==> config.mk <==
export PLATFORM = sky130hd
export DESIGN_NAME = spi_reg_bank
export DESIGN_NICKNAME = d
export VERILOG_FILES = /design/src/rtl/spi_pkg.sv /design/src/rtl/sync_edge.sv /design/src/rtl/spi_reg_bank.sv
export SDC_FILE = /design/constraint.sdc
export NUM_CORES = 1
export LEC_CHECK = 0
export CAP_MARGIN = 5
export CORE_ASPECT_RATIO = 0.8
export CORE_UTILIZATION = 50
export DETAILED_ROUTE_END_ITERATION = 12
export PLACE_DENSITY_LB_ADDON = 0.08
export SYNTH_ARGS = -nofsm -noshare
export SYNTH_HDL_FRONTEND = slang
export SYNTH_HIERARCHICAL = 1
export SYNTH_SLANG_ARGS = --single-unit
export TNS_END_PERCENT = 5
==> constraint.sdc <==
create_clock -name clk -period 2.4 [get_ports clk]
set_input_delay 0.48 -clock clk [delete_from_list [all_inputs] [get_ports clk]]
set_output_delay 0.48 -clock clk [all_outputs]
set_load 0.02 [all_outputs]
==> src/rtl/spi_pkg.sv <==
// Shared definitions for the SPI register bank: FSM state encoding, frame
// layout and sizing helpers.
package spi_pkg;

   // FSM states of the frame receiver.
   typedef enum logic [1:0] {
      ST_IDLE       = 2'd0,
      ST_SHIFT_HDR  = 2'd1,
      ST_SHIFT_DATA = 2'd2,
      ST_COMMIT     = 2'd3
   } state_t;

   // Value of the leading frame bit that marks a write.
   localparam bit RW_WRITE = 1'b1;

   // Total frame length: R/W bit, address field, data field.
   function automatic int frame_len(input int addr_w, input int data_w);
      return 1 + addr_w + data_w;
   endfunction

   // Position of the R/W bit in a fully received frame (MSB of the shifter).
   function automatic int rw_bit_pos(input int addr_w, input int data_w);
      return addr_w + data_w;
   endfunction

   // Counter width able to hold the saturation value flen+1.
   function automatic int cnt_width(input int flen);
      return $clog2(flen + 2);
   endfunction

endpackage

==> src/rtl/sync_edge.sv <==
// Multi-stage synchroniser for one asynchronous input, followed by a
// registered copy of the synchronised level for edge detection.
module sync_edge #(
   parameter int SYNC_STAGES = 2
) (
   input  logic clk,
   input  logic rst,
   input  logic async_in,
   output logic level,
   output logic rise,
   output logic fall
);

   logic [SYNC_STAGES-1:0] sync_q, sync_d;
   logic                   prev_q, prev_d;

   assign sync_d = {sync_q[SYNC_STAGES-2:0], async_in};
   assign prev_d = sync_q[SYNC_STAGES-1];

   // Synchroniser chain and previous-level register.
   always_ff @(posedge clk) begin
      // NOTE: sequential state uses non-blocking assignments so every flop
      // samples the pre-edge value of its neighbour, forming a true shift chain.
      if (rst) begin
         sync_q <= '0;
         prev_q <= 1'b0;
      end else begin
         sync_q <= sync_d;
         prev_q <= prev_d;
      end
   end

   assign level = sync_q[SYNC_STAGES-1];
   assign rise  = level & ~prev_q;
   assign fall  = ~level & prev_q;

endmodule

==> src/rtl/spi_reg_bank.sv <==
// SPI mode-0 slave mapping a host-visible register file onto a flat
// configuration bus, with readback, write strobe and framing-error pulse.
module spi_reg_bank
   import spi_pkg::*;
#(
   parameter int DATA_W      = 8,
   parameter int ADDR_W      = 7,
   parameter int NUM_REGS    = 5,
   parameter int SYNC_STAGES = 2
) (
   input  logic                         clk,
   input  logic                         rst,
   input  logic                         sclk,
   input  logic                         sdi,
   input  logic                         cs,
   output logic                         sdo,
   output logic                         sdo_en,
   output logic [NUM_REGS*DATA_W-1:0]   regs,
   output logic                         wr_stb,
   output logic [ADDR_W-1:0]            wr_addr,
   output logic                         frame_err
);

   localparam int F       = frame_len(ADDR_W, DATA_W);
   localparam int HDR_LEN = 1 + ADDR_W;
   localparam int RW_POS  = rw_bit_pos(ADDR_W, DATA_W);
   localparam int CNT_W   = cnt_width(F);

   localparam logic [CNT_W-1:0] CNT_FULL     = CNT_W'(F);
   localparam logic [CNT_W-1:0] CNT_SAT      = CNT_W'(F + 1);
   localparam logic [CNT_W-1:0] CNT_HDR_LAST = CNT_W'(HDR_LEN - 1);

   // Synchronised SPI inputs. The chains reset low, so a cs that is already
   // low when reset releases never produces a falling edge until it has
   // first been seen high.
   logic sclk_level_unused, sclk_rise, sclk_fall;
   logic cs_level, cs_rise, cs_fall;
   logic sdi_level, sdi_rise_unused, sdi_fall_unused;

   sync_edge #(.SYNC_STAGES(SYNC_STAGES)) u_sync_sclk (
      .clk(clk), .rst(rst), .async_in(sclk),
      .level(sclk_level_unused), .rise(sclk_rise), .fall(sclk_fall)
   );

   sync_edge #(.SYNC_STAGES(SYNC_STAGES)) u_sync_cs (
      .clk(clk), .rst(rst), .async_in(cs),
      .level(cs_level), .rise(cs_rise), .fall(cs_fall)
   );

   sync_edge #(.SYNC_STAGES(SYNC_STAGES)) u_sync_sdi (
      .clk(clk), .rst(rst), .async_in(sdi),
      .level(sdi_level), .rise(sdi_rise_unused), .fall(sdi_fall_unused)
   );

   state_t                  state_q, state_d;
   logic [CNT_W-1:0]        cnt_q, cnt_d;
   logic [F-1:0]            rx_q, rx_d;
   logic [DATA_W-1:0]       tx_q, tx_d;
   logic                    sdo_q, sdo_d;
   logic                    rd_q, rd_d;
   logic                    load_pend_q, load_pend_d;
   logic [ADDR_W-1:0]       hdr_addr_q, hdr_addr_d;
   logic                    armed_q, armed_d;
   logic                    wr_stb_q, wr_stb_d;
   logic [ADDR_W-1:0]       wr_addr_q, wr_addr_d;
   logic [DATA_W-1:0]       regs_q [NUM_REGS];
   logic [DATA_W-1:0]       regs_d [NUM_REGS];

   // A cs rise in the same cycle as an sclk edge discards the edge.
   logic              sclk_rise_ok, sclk_fall_ok;
   logic [F-1:0]      rx_shift;
   logic              hdr_rw_new;
   logic [ADDR_W-1:0] hdr_addr_new;
   logic              com_rw;
   logic [ADDR_W-1:0] com_addr;
   logic [DATA_W-1:0] com_data;
   logic              write_ok;
   logic [DATA_W-1:0] rd_val;
   logic [DATA_W-1:0] load_val;

   assign sclk_rise_ok = sclk_rise & ~cs_rise;
   assign sclk_fall_ok = sclk_fall & ~cs_rise;
   assign rx_shift     = {rx_q[F-2:0], sdi_level};
   assign hdr_rw_new   = rx_shift[ADDR_W];
   assign hdr_addr_new = rx_shift[ADDR_W-1:0];
   assign com_rw       = rx_q[RW_POS];
   assign com_addr     = rx_q[RW_POS-1 -: ADDR_W];
   assign com_data     = rx_q[DATA_W-1:0];

   assign write_ok  = (state_q == ST_COMMIT) && (cnt_q == CNT_FULL) &&
                      (com_rw == RW_WRITE) && (32'(com_addr) < 32'(NUM_REGS));
   assign frame_err = (state_q == ST_COMMIT) && (cnt_q != '0) && (cnt_q != CNT_FULL);

   // State register.
   always_ff @(posedge clk) begin
      if (rst) state_q <= ST_IDLE;
      else     state_q <= state_d;
   end

   // Next-state logic: cs framing dominates, header length selects the data phase.
   always_comb begin
      // NOTE: every combinationally assigned variable gets a default first,
      // so no path leaves it unassigned and no latch is inferred.
      state_d = state_q;
      unique case (state_q)
         ST_IDLE:       if (cs_fall) state_d = ST_SHIFT_HDR;
         ST_SHIFT_HDR:  if (cs_rise) state_d = ST_COMMIT;
                        else if (sclk_rise && cnt_q == CNT_HDR_LAST) state_d = ST_SHIFT_DATA;
         ST_SHIFT_DATA: if (cs_rise) state_d = ST_COMMIT;
         ST_COMMIT:     state_d = ST_IDLE;
         default:       state_d = ST_IDLE;
      endcase
   end

   // Readback mux; out-of-range addresses read as zero.
   always_comb begin
      rd_val = '0;
      for (int k = 0; k < NUM_REGS; k++) begin
         if (32'(hdr_addr_q) == 32'(k)) rd_val = regs_q[k];
      end
   end

   // Output and datapath next values for shifters, counter and register file.
   always_comb begin
      cnt_d       = cnt_q;
      rx_d        = rx_q;
      tx_d        = tx_q;
      sdo_d       = sdo_q;
      rd_d        = rd_q;
      load_pend_d = load_pend_q;
      hdr_addr_d  = hdr_addr_q;
      armed_d     = armed_q | cs_level;
      wr_stb_d    = 1'b0;
      wr_addr_d   = wr_addr_q;
      regs_d      = regs_q;
      load_val    = rd_val;

      unique case (state_q)
         ST_IDLE: begin
            sdo_d = 1'b0;
            if (cs_fall) begin
               cnt_d       = '0;
               rd_d        = 1'b0;
               load_pend_d = 1'b0;
            end
         end
         ST_SHIFT_HDR, ST_SHIFT_DATA: begin
            if (sclk_rise_ok) begin
               rx_d = rx_shift;
               if (cnt_q != CNT_SAT) cnt_d = cnt_q + CNT_W'(1);
               if (state_q == ST_SHIFT_HDR && cnt_q == CNT_HDR_LAST) begin
                  rd_d        = (hdr_rw_new != RW_WRITE);
                  load_pend_d = (hdr_rw_new != RW_WRITE);
                  hdr_addr_d  = hdr_addr_new;
               end
            end
            if (state_q == ST_SHIFT_DATA && sclk_fall_ok && rd_q) begin
               if (load_pend_q) begin
                  sdo_d       = load_val[DATA_W-1];
                  tx_d        = load_val << 1;
                  load_pend_d = 1'b0;
               end else begin
                  sdo_d = tx_q[DATA_W-1];
                  tx_d  = tx_q << 1;
               end
            end
            if (cs_rise) sdo_d = 1'b0;
         end
         ST_COMMIT: begin
            sdo_d = 1'b0;
            if (write_ok) begin
               wr_stb_d  = 1'b1;
               wr_addr_d = com_addr;
               for (int k = 0; k < NUM_REGS; k++) begin
                  if (32'(com_addr) == 32'(k)) regs_d[k] = com_data;
               end
            end
         end
         default: sdo_d = 1'b0;
      endcase
   end

   // Datapath and register-file flops.
   always_ff @(posedge clk) begin
      if (rst) begin
         cnt_q       <= '0;
         rx_q        <= '0;
         tx_q        <= '0;
         sdo_q       <= 1'b0;
         rd_q        <= 1'b0;
         load_pend_q <= 1'b0;
         hdr_addr_q  <= '0;
         armed_q     <= 1'b0;
         wr_stb_q    <= 1'b0;
         wr_addr_q   <= '0;
         // NOTE: the register file is built from flops driving live
         // configuration, so it is reset rather than left as uninitialised RAM.
         for (int k = 0; k < NUM_REGS; k++) regs_q[k] <= '0;
      end else begin
         cnt_q       <= cnt_d;
         rx_q        <= rx_d;
         tx_q        <= tx_d;
         sdo_q       <= sdo_d;
         rd_q        <= rd_d;
         load_pend_q <= load_pend_d;
         hdr_addr_q  <= hdr_addr_d;
         armed_q     <= armed_d;
         wr_stb_q    <= wr_stb_d;
         wr_addr_q   <= wr_addr_d;
         for (int k = 0; k < NUM_REGS; k++) regs_q[k] <= regs_d[k];
      end
   end

   // Flatten the register file onto the output bus.
   always_comb begin
      regs = '0;
      for (int k = 0; k < NUM_REGS; k++) regs[k*DATA_W +: DATA_W] = regs_q[k];
   end

   assign sdo     = sdo_q;
   assign sdo_en  = armed_q & ~cs_level;
   assign wr_stb  = wr_stb_q;
   assign wr_addr = wr_addr_q;

endmodule

==> results of run 1 <==
## flip-flops by register name, summed over array words and instances (netlist names)
| register | flops |
|---|---|
| armed_q | 1 |
| cnt_q | 5 |
| hdr_addr_q | 7 |
| load_pend_q | 1 |
| rd_q | 1 |
| regs | 40 |
| rx_q | 16 |
| sdo | 1 |
| state_q | 2 |
| tx_q | 7 |
| u_sync_cs/prev_q | 1 |
| u_sync_cs/sync_q | 2 |
| u_sync_sclk/prev_q | 1 |
| u_sync_sclk/sync_q | 2 |
| u_sync_sdi/sync_q | 2 |
| wr_addr | 7 |
| wr_stb | 1 |
## final timing paths
path / startpoint / to / slack [ns] / depth (start not counted)
worst max-delay path: cnt_q[0] / frame_err / 0.17 / 5
worst min register to register: u_sync_sdi/sync_q[0] / u_sync_sdi/sync_q[1] / 0.45 / 1
worst max register to register: state_q[0] / tx_q[2] / 0.18 / 6
worst min-delay path: u_sync_sdi/sync_q[0] / u_sync_sdi/sync_q[1] / 0.45 / 1
## power breakdown
group	switching [W]	total, W	internal, W
sequential	0.0000135	0.00164	0.00163
clock	0.000570	0.00119	0.000619
combinational	0.000187	0.000289	0.000102
## area by class of cell
class | instances | area [um2]
clock buffers | 10 | 138
clock inverters | 5 | 86.3
fillers | 703 | 2950
inverters | 7 | 26.3
multi-input cells | 329 | 2190
flip-flops and latches | 97 | 1940
well taps | 108 | 135
repair buffers | 71 | 664
## repair_timing
item	CTS	global route
gates resized for setup	1	0
endpoints found under the hold margin	0	0
setup endpoints to repair	1	0
## per-stage QoR
stage	util	hold slack, ns	instances	worst slack [ns]	total power, W
2_1_floorplan	-	0.414	466	0.346	0.00189
3_3_place_gp	0.610	0.420	612	0.284	0.00195
3_5_place_dp	0.610	0.427	612	0.226	0.00196
4_1_cts	0.637	0.451	627	0.159	0.00314
5_1_grt	0.637	0.479	627	0.0266	0.00325
6_report	0.637	0.450	627	0.169	0.00312
## worst max-delay path: stages, from the launching register on
cell and delay [ns]:
dfxtp_1 0.36, inv_1 0.09, ha_1 0.13, nor3b_1 0.37, nor2b_1 0.10, dlygate4sd2_1 0.34
## metal layers
metal | vias to the layer above | part of all wire | global-route usage
li1 | 1721 | - | -
met1 | 1630 | 0.49 | 0.346
met2 | 119 | 0.43 | 0.366
met3 | 15 | 0.060 | 0.0538
met4 | 0 | 0.015 | 0.0669
met5 | - | 0 | 0
==> summary.txt, run 1 <==
Timing
  – Final cycle utilization of the critical path: 0.929
  – Final Skew: 0.0116 ns
  – Min Tclk post-route: 2.23 ns
  – Relative slew slack: 0.492
  – RSZ-0062 raised after global routing: no
  – Worst-margin pin slew: 0.756 ns
  – Final hold violations: 0
  – Pins Over Slew Limit: 0
  – Maximum clock rate: 448 MHz
  – Setup violations, final: 0
  – TNS Setup: 0 ns

Worst setup path
  – Crit path kind: reg -> out
  – Crit path launch type: flop
  – CP Capture Type: output pin
  – Arr. time, crit path: 1.75 ns
  – CP Max Fanout: 5
  – Worst Path Required: 1.92 ns

Floorplanning
  – Die H: 84.8 um
  – Core area: 8130 um2
  – Die outline width: 106 um
  – # rows: 29
  – IO Pins: 56
  – Die area: 8950 um2
  – Effective utilization at floorplan: 0.528

Logic synthesis
  – Synth warn: 6
  – Synth Net Count: 478
  – Syn Inst Count: 466
  – Netlist Area Pre-Place: 4290 um2
  – Syn avg cell area: 9.20 um2

GRT
  – Largest net degree at the start of global routing: 67
  – Overflow left after global routing: 0
  – GRT Total Usage: 0.241
  – First-pass GRT wire length: 16.8 mm
  – Number of global-route vias before repair: 3,284
  – Initial antenna violation count: 0

Finish
  – Commonest non-fill, non-tap cell in the layout: dfxtp_1
  – Layout cell share with drive strength beyond 1: 0.0886
  – Layout Nets: 527
  – Area Overhead vs Synth: 20.7%
  – N_diodes: 0
  – Final Cell Area: 5180 um2
  – Most frequent cells in the layout: dfxtp_1 (97), nor2_1 (65), mux2i_1 (58)

CTS
  – Cts bufs inserted: 9
  – Hold_buf cts: 0
  – Num Clock Sinks: 97
  – # Post-CTS Setup Buffers: 0
  – Clk_lat worst skew: 0.36 ns
  – CTS tree: built
  – Root Driver: clkbuf_8
  – H-tree Lvls: 3
  – Worst-path clk slew: 0.09 ns
  – CTS Buffer Depth: 2

Placed design
  – IO buf count: 55
  – GP Congestion: 0.834
  – Post-place instance area: 4950 um2
  – Placed wire-length estimate: 7.07 mm

Pwr
  – P per Cell Area: 602 nW/um2
  – Maximum vdd drop: 0.000291 V
  – Leakage: 2.26 nW

Route
  – DR iter-0 viols: 179
  – Antenna viol nets, final: 0
  – First-pass DRT Iterations: 5
  – Post-Route WL: 10.2 mm
  – WL/cell: 16.3 um
  – Drt via density: 5.56
  – Via count: 3,485
  – Post-route DRC: 0

Hold path
  – Worst hold path type: reg -> reg

Outcome
  – Run status: finished clean

Job
  – Max-cap violation count: 0
Power figures use the tool's default switching activity.
==> run 2: changes to the inputs <==
--- a/config.mk
+++ b/config.mk
@@ -5,6 +5,8 @@
 export SDC_FILE = /design/constraint.sdc
 export NUM_CORES = 1
 export LEC_CHECK = 0
+export ABC_AREA = 0
+export ABC_CLOCK_PERIOD_IN_PS = 2400
 export CAP_MARGIN = 5
 export CORE_ASPECT_RATIO = 0.8
 export CORE_UTILIZATION = 50
==> results of run 2 <==
Same layout as run 1: the final DEF is identical, and so are final timing and power.
==> run 3: changes to the inputs <==
==> constraint.sdc (replaced) <==
create_clock -name clk -period 2.4 [get_ports clk]
set_input_delay 0.72 -clock clk [delete_from_list [all_inputs] [get_ports clk]]
set_output_delay 0.72 -clock clk [all_outputs]
set_load 0.05 [all_outputs]
==> summary.txt, run 3 (synthesis gave the netlist of run 1 again) <==
Worst setup path
  – Worst Path Required: 1.68 ns
  – Worst reg2reg path depth: 6
  – Critical path startpoint: regs[16]
  – WP buf/inv: 1
  – Crit path largest cell delay: 0.85 ns
  – Worst path cell trace: clkdlybuf4s50_1
  – Worst path slowest cell: clkdlybuf4s50_1
  – CP Max Fanout: 3
  – End point of the critical path: regs[16]
  – R2R setup slack: 0.20 ns
  – R2R Path Start: state_q[1]
  – Crit path kind: reg -> out
  – Reg-to-reg endpoint: tx_q[4]
  – Crit path launch type: flop
  – Levels on crit path: 1
  – CP Capture Type: output pin
  – CP delay by family, top: buffers and inverters
  – Arr. time, crit path: 1.60 ns

Route
  – WL/cell: 16.2 um
  – Via count: 3,472
  – DR iter-0 viols: 163
  – Post-route DRC: 0
  – First-pass DRT Iterations: 5
  – Antenna viol nets, final: 0
  – Post-Route WL: 10.2 mm
  – Drt via density: 5.51

CTS
  – H-tree Lvls: 3
  – CTS tree: built
  – Clk_lat worst skew: 0.37 ns
  – Root Driver: clkbuf_8
  – Cts bufs inserted: 9
  – # Post-CTS Setup Buffers: 0
  – Resized Gates After CTS: 0
  – Hold_buf cts: 0
  – Num Clock Sinks: 97
  – Worst-path clk slew: 0.10 ns
  – CTS Buffer Depth: 2

Finish
  – Commonest non-fill, non-tap cell in the layout: dfxtp_1
  – Area Overhead vs Synth: 20.6%
  – Fin cells: 630
  – Most frequent cells in the layout: dfxtp_1 (97), nor2_1 (65), mux2i_1 (58)
  – N_diodes: 0
  – Layout Nets: 529
  – Layout cell share with drive strength beyond 1: 0.0977
  – Final Cell Area: 5170 um2
  – Max FFs per register: 40

GRT
  – GRT Total Usage: 0.239
  – Initial antenna violation count: 0
  – First-pass GRT wire length: 16.7 mm
  – Largest net degree at the start of global routing: 63
  – Number of global-route vias before repair: 3,178
  – Overflow left after global routing: 0

Placed design
  – Placed Cells: 614
  – Placed wire-length estimate: 7.09 mm
  – Post-place instance area: 4970 um2
  – GP Congestion: 0.812
  – IO buf count: 55

Outcome
  – Run status: finished clean

Timing
  – Relative slew slack: 0.567
  – Min Tclk post-route: 2.32 ns
  – Worst-margin pin slew: 0.650 ns
  – Setup violations, final: 0
  – RSZ-0062 raised after global routing: no
  – Final cycle utilization of the critical path: 0.967
  – Maximum clock rate: 431 MHz
  – Pins Over Slew Limit: 0
  – TNS Setup: 0 ns
  – Final Skew: 0.0158 ns
  – Final hold violations: 0

Hold path
  – Hold depth: 1
  – Worst hold path type: reg -> reg

Floorplanning
  – Effective utilization at floorplan: 0.528
  – Die H: 84.8 um
  – Die outline width: 106 um
  – IO Pins: 56
  – # rows: 29
  – Core area: 8130 um2
  – Die area: 8950 um2

Pwr
  – P per Cell Area: 578 nW/um2
  – Leakage: 2.27 nW
  – Maximum vdd drop: 0.000415 V
  – Tot Pwr: 0.00299 W

Job
  – Max-cap violation count: 0
==> run 3: how the worst min path moves through the flow <==
| stage | end | start |
|---|---|---|
| floorplan | u_sync_cs/sync_q[1] | u_sync_cs/sync_q[0] |
| global placement | u_sync_cs/sync_q[1] | u_sync_cs/sync_q[0] |
| detailed placement | u_sync_sdi/sync_q[1] | u_sync_sdi/sync_q[0] |
| CTS | u_sync_sdi/sync_q[1] | u_sync_sdi/sync_q[0] |
| global route | u_sync_sdi/sync_q[1] | u_sync_sdi/sync_q[0] |
| finish | u_sync_sdi/sync_q[1] | u_sync_sdi/sync_q[0] |
==> run 3: per-stage QoR <==
stage	hold slack, ns	setup WS (ns)	util
after floorplan	0.414	0.0656	-
after global placement	0.421	0.286	0.611
after detailed placement	0.421	0.202	0.611
after CTS	0.446	0.0362	0.635
after global routing	0.476	0.00998	0.636
final	0.447	0.0782	0.636
==> run 3: where the power goes <==
group	internal, W	switching, W
sequential	0.00163	0.0000132
clock	0.000453	0.000601
combinational	0.000104	0.000193
==> run 3: per-layer routing <==
metal  up-vias  global-route usage  routed length, um
li1       1731                   -                  -
met1      1626               0.369               5210
met2       107               0.339               4340
met3         8              0.0530                565
met4         0              0.0505                100
met5         -                   0                  0
==> run 3: area by class of cell <==
class / count / area, um2
Timing Repair Buffer: 73 / 681
Fill cell: 700 / 2960
Inverter: 7 / 26.3
Tap cell: 108 / 135
Multi-Input combinational cell: 329 / 2190
Clock inverter: 5 / 45.0
Sequential cell: 97 / 1940
Clock buffer: 11 / 151
